### src/rtl/estoque_contagem.sv
// Cork stock counter with refill request FSM, plus bottle/dozen counter.
// Build option: define DUZIAS_BCD_EN to count Duzias as two BCD digits instead of binary.
module estoque_contagem #(
    parameter int ROLHAS_INICIAL = 20,
    parameter int ROLHAS_MAX     = 20,
    parameter int REFILL_QTD     = 15,
    parameter int LIMIAR_BAIXO   = 5
) (
    input  logic       clk,
    input  logic       Reset,
    input  logic       Dec_Rolha,
    input  logic       Inc_Duzia,
    input  logic       Ack_Reabastecer,
    output logic       Rolha_Disponivel,
    output logic [4:0] Qtd_Rolhas,
    output logic       Pedido_Reabastecer,
    output logic [3:0] Garrafas,
    output logic [7:0] Duzias,
    output logic       Duzia_Completa,
    output logic       Erro_Underflow
);

    typedef enum logic [1:0] {NORMAL, PEDIDO, RECARGA} estado_t;

    estado_t    estado_q;
    logic [4:0] qtd_q, qtd_d, qtd_base;
    logic [5:0] soma;
    logic       dec_ok, recarga;
    logic       pedido_q, erro_q, completa_q, completa_d;
    logic [3:0] garrafas_q, garrafas_d;
    logic [7:0] duzias_q, duzias_d;

    // Refill is applied on top of the (possibly) decremented stock, then saturated.
    always_comb begin
        dec_ok   = Dec_Rolha && (qtd_q != 5'd0);
        recarga  = (estado_q == PEDIDO) && Ack_Reabastecer;
        qtd_base = qtd_q - {4'd0, dec_ok};
        soma     = {1'b0, qtd_base} + 6'(REFILL_QTD);
        qtd_d    = qtd_base;
        if (recarga) begin
            qtd_d = (soma > 6'(ROLHAS_MAX)) ? 5'(ROLHAS_MAX) : soma[4:0];
        end
    end

    always_comb begin
        garrafas_d = garrafas_q;
        duzias_d   = duzias_q;
        completa_d = 1'b0;
        if (Inc_Duzia) begin
            if (garrafas_q == 4'd11) begin
                garrafas_d = 4'd0;
                completa_d = 1'b1;
`ifdef DUZIAS_BCD_EN
                if (duzias_q == 8'h99)
                    duzias_d = 8'h00;
                else if (duzias_q[3:0] == 4'd9)
                    duzias_d = {duzias_q[7:4] + 4'd1, 4'd0};
                else
                    duzias_d = duzias_q + 8'd1;
`else
                duzias_d = (duzias_q == 8'd99) ? 8'd0 : duzias_q + 8'd1;
`endif
            end else begin
                garrafas_d = garrafas_q + 4'd1;
            end
        end
    end

    always_ff @(posedge clk) begin
        if (!Reset) begin
            qtd_q      <= 5'(ROLHAS_INICIAL);
            estado_q   <= NORMAL;
            pedido_q   <= 1'b0;
            erro_q     <= 1'b0;
            garrafas_q <= 4'd0;
            duzias_q   <= 8'd0;
            completa_q <= 1'b0;
        end else begin
            qtd_q      <= qtd_d;
            garrafas_q <= garrafas_d;
            duzias_q   <= duzias_d;
            completa_q <= completa_d;
            if (Dec_Rolha && (qtd_q == 5'd0))
                erro_q <= 1'b1;
            case (estado_q)
                NORMAL: begin
                    if (qtd_d <= 5'(LIMIAR_BAIXO)) begin
                        estado_q <= PEDIDO;
                        pedido_q <= 1'b1;
                    end
                end
                PEDIDO: begin
                    if (Ack_Reabastecer) begin
                        estado_q <= RECARGA;
                        pedido_q <= 1'b0;
                    end
                end
                RECARGA: begin
                    if (!Ack_Reabastecer)
                        estado_q <= NORMAL;
                end
                default: begin
                    estado_q <= NORMAL;
                    pedido_q <= 1'b0;
                end
            endcase
        end
    end

    assign Qtd_Rolhas         = qtd_q;
    assign Rolha_Disponivel   = (qtd_q != 5'd0);
    assign Pedido_Reabastecer = pedido_q;
    assign Garrafas           = garrafas_q;
    assign Duzias             = duzias_q;
    assign Duzia_Completa     = completa_q;
    assign Erro_Underflow     = erro_q;

endmodule

### config.mk
export PLATFORM = sky130hd
export DESIGN_NAME = estoque_contagem
export DESIGN_NICKNAME = d
export VERILOG_FILES = /design/src/rtl/estoque_contagem.sv
export SDC_FILE = /design/constraint.sdc
export NUM_CORES = 1
export LEC_CHECK = 0
export BUFFER_PORTS_ARGS = -buffer_cell sky130_fd_sc_hd__buf_2
export CORE_ASPECT_RATIO = 0.8
export CORE_MARGIN = 2
export CORE_UTILIZATION = 30
export CTS_BUF_LIST = sky130_fd_sc_hd__clkbuf_4 sky130_fd_sc_hd__clkbuf_8
export DETAILED_ROUTE_END_ITERATION = 8
export GPL_TIMING_DRIVEN = 0
export PLACE_DENSITY_LB_ADDON = 0.08
export SLEW_MARGIN = 20
export SYNTH_ARGS = -nofsm -noshare
export SYNTH_HDL_FRONTEND = slang
export SYNTH_SLANG_ARGS = --single-unit
### constraint.sdc
create_clock -name clk -period 3.5 [get_ports clk]
set_input_delay 0.175 -clock clk [delete_from_list [all_inputs] [get_ports clk]]
set_output_delay 0.175 -clock clk [all_outputs]
set_load 0.02 [all_outputs]
==> metrics.cfg <==
[placed_design]
post_dp_cell_area_um2 = 1500
hpwl_mm = 2.234
gp_congestion = 0.7740
port_buffers = 24

[final_layout]
design_area_um2 = 1565
area.growth.synth_to_final_pct = 19.60
diodes = 0
nNetsFinal = 184
layout-drive-gt1-share = 0.2791

[timing]
clock_skew_ns = 0.001621
finalCritPeriodShare = 0.9216
worst_pin_slew_ns = 0.4965
setup_viol = 0
finalHoldViolations = 0
relSlewSlack = 0.6666
fin_crit_ns = 3.225
fmax_mhz = 310.0
rsz0062_at_grt = no
hold_slack_ns = 0.1323
setup_tns_ns = 0
drv_slew = 0

[power]
ir_drop_mv = 0.2387
leakage_uw = 0.0006396
power.density_nw_per_um2 = 517.5

[routing]
vias = 1130
via_per_inst = 4.934
drt_wl_total_mm = 2.928
drt-wirelength-per-cell_um = 12.79
drtIter0Drc = 56
post-route-drc-count = 0
dr.pass1.iters = 4
drtAntennaViolNets = 0

[worst_setup_path]
ff2ff_setup_slack_ns = 0.27
crit_chain = buf_6, or4_1, nor2_1, nor2b_1, ha_1, ha_1, ha_2, or2b_2, o211a_1, o211ai_1, o311ai_0
required_ns = 3.62
rr_endpoint = Qtd_Rolhas[1]
crit_top_cell = ha_1
critPathArrivalTime_ns = 3.35
r2r-start = Qtd_Rolhas[2]
slowest_delay_ns = 0.51
reg2reg_depth = 11
slowest_stage = or4_1
crit_path_end_kind = flop
critical_path.max_fanout = 7
setup.worst_path.start_class = flop
critical_path_class = flop to flop

[job]
drv_cap = 0

[clocking]
cts_made_buffers = 3
cts_root_buf = clkbuf_8
ctsHoldBuffers = 0
clk_pin_slew_ns = 0.08
clockBufferDepth = 2
cts_resized = 0
cts_tree = done
post_cts_buffers = 0
h-tree-depth = 1
clock_latency_ns = 0.26
clock-sinks = 22

[floorplan]
placementRows = 21
die-area_um2 = 4910
die_x_um = 77.85
initial_core_util = 0.3133
die_h_um = 63.08
design.core.area_um2 = 4178
io_pins = 26

[yosys]
synth_edf_count = 0
yosys_warnings = 0
synthFlopType = dfxtp_1
avgSynthCellArea_um2 = 9.089
synth_area_leaders = dfxtp_1 34%, ha_1 5.7%, xor2_1 5.4%
synth-seq-cells = 22
synth_cell_type_count = 50
synth_area_um2 = 1309
seq_area_frac_synth = 0.3365
synth_top_area_frac = 0.3365
synth_top_cell_by_area = dfxtp_1
synthTopCellsByCount = 22 x dfxtp_1, 16 x nor2_1, 10 x nand2_1
synth_most_common_cell = dfxtp_1
async_flop_share = 0
synth_cells = 144
synth_nets = 155

[global_route]
grt_max_degree = 13
grt_pass1_wl_mm = 4.961
grt_use_total = 0.1239
grt_pass1_vias = 1009
grt-ovfl-total = 0
antenna_found_initial = 0

[worst_hold_path]
hold_depth = 2
worstHoldEndpoint = Qtd_Rolhas[4]
hp-start = Reset
min_path_type = input port to flop

[outcome]
status = complete, no violations

==> worst max path at each step <==
stage	startpoint	endpoint	slack, ns	cells after the start
after global routing	Qtd_Rolhas[2]	Qtd_Rolhas[1]	0.06	11
after CTS	Qtd_Rolhas[2]	Qtd_Rolhas[3]	0.21	11
after floorplan	Qtd_Rolhas[2]	Qtd_Rolhas[0]	0.52	11
after detailed placement	Qtd_Rolhas[2]	Qtd_Rolhas[3]	0.24	11
after global placement	Qtd_Rolhas[2]	Qtd_Rolhas[3]	0.28	11
final	Qtd_Rolhas[2]	Qtd_Rolhas[1]	0.27	11
==> critical path: cells and delay by family, from the launching register on <==
kind | cells | cell delay (ns)
flip-flops | 1 | 0.33
AO/OA/AOI/OAI | 3 | 0.61
adder cells (fa/ha/maj) | 3 | 0.89
buffers and inverters | 1 | 0.14
AND/OR/NAND/NOR | 4 | 1.13
==> cells in the final DEF, fill, tap and decap left out, drive strengths merged, types with 5 or more instances in the layout <==
master  instances
o21ai           6
xor2            8
xnor2           7
clkbuf          5
inv             7
nand2          10
ha              6
dfxtp          22
nand3           5
buf            28
nor2           16
nor3            6
==> cell type report <==
| type | count | area [µm²] |
|---|---|---|
| Multi-Input combinational cell | 110 | 805.8 |
| Buffer | 5 | 46.29 |
| Inverter | 7 | 26.28 |
| Timing Repair Buffer | 24 | 120.1 |
| Clock buffer | 4 | 55.05 |
| Sequential cell | 22 | 440.4 |
| Tap cell | 57 | 71.32 |
| Fill cell | 449 | 2613 |
==> where the power goes <==
| group | internal [µW] | switching (µW) | total, µW | leakage [µW] |
|---|---|---|---|---|
| Sequential | 274 | 26.6 | 301 | 0.000179 |
| Clock | 100 | 79.2 | 179 | 0.0000288 |
| Combinational | 136 | 194 | 330 | 0.000432 |
==> kinds of logic after synthesis <==
family,count (synthesis),share of synthesized area
simple gates,62,0.2811
xor+xnor,15,0.1119
compound gates,25,0.1425
flops,22,0.3365
fa+ha+maj,6,0.05736
buf+inv,12,0.05545
mux,2,0.01530
==> through the flow <==
| step | utilization | instances | power, µW | setup WS [ns] |
|---|---|---|---|---|
| after floorplan | - | 144 | 550.1 | 0.5212 |
| after global placement | 0.3591 | 225 | 623.9 | 0.2783 |
| after detailed placement | 0.3591 | 225 | 628.8 | 0.2351 |
| after CTS | 0.3723 | 229 | 816.6 | 0.2099 |
| after global routing | 0.3747 | 229 | 869.3 | 0.06477 |
| final | 0.3747 | 229 | 810.0 | 0.2745 |
==> state kept, by name (all words and copies together) (netlist names) <==
register,count
Duzias,8
Qtd_Rolhas,5
Garrafas,4
estado_q,2
Duzia_Completa,1
Erro_Underflow,1
Pedido_Reabastecer,1
==> layer usage <==
layer	vias to the layer above	wire, µm	track usage
li1	579	-	-
met1	524	1574	0.1821
met2	25	1204	0.1843
met3	2	136	0.03582
met4	0	13	0.01339
met5	-	0	0
No activity file was read; power rests on OpenSTA's default activity.
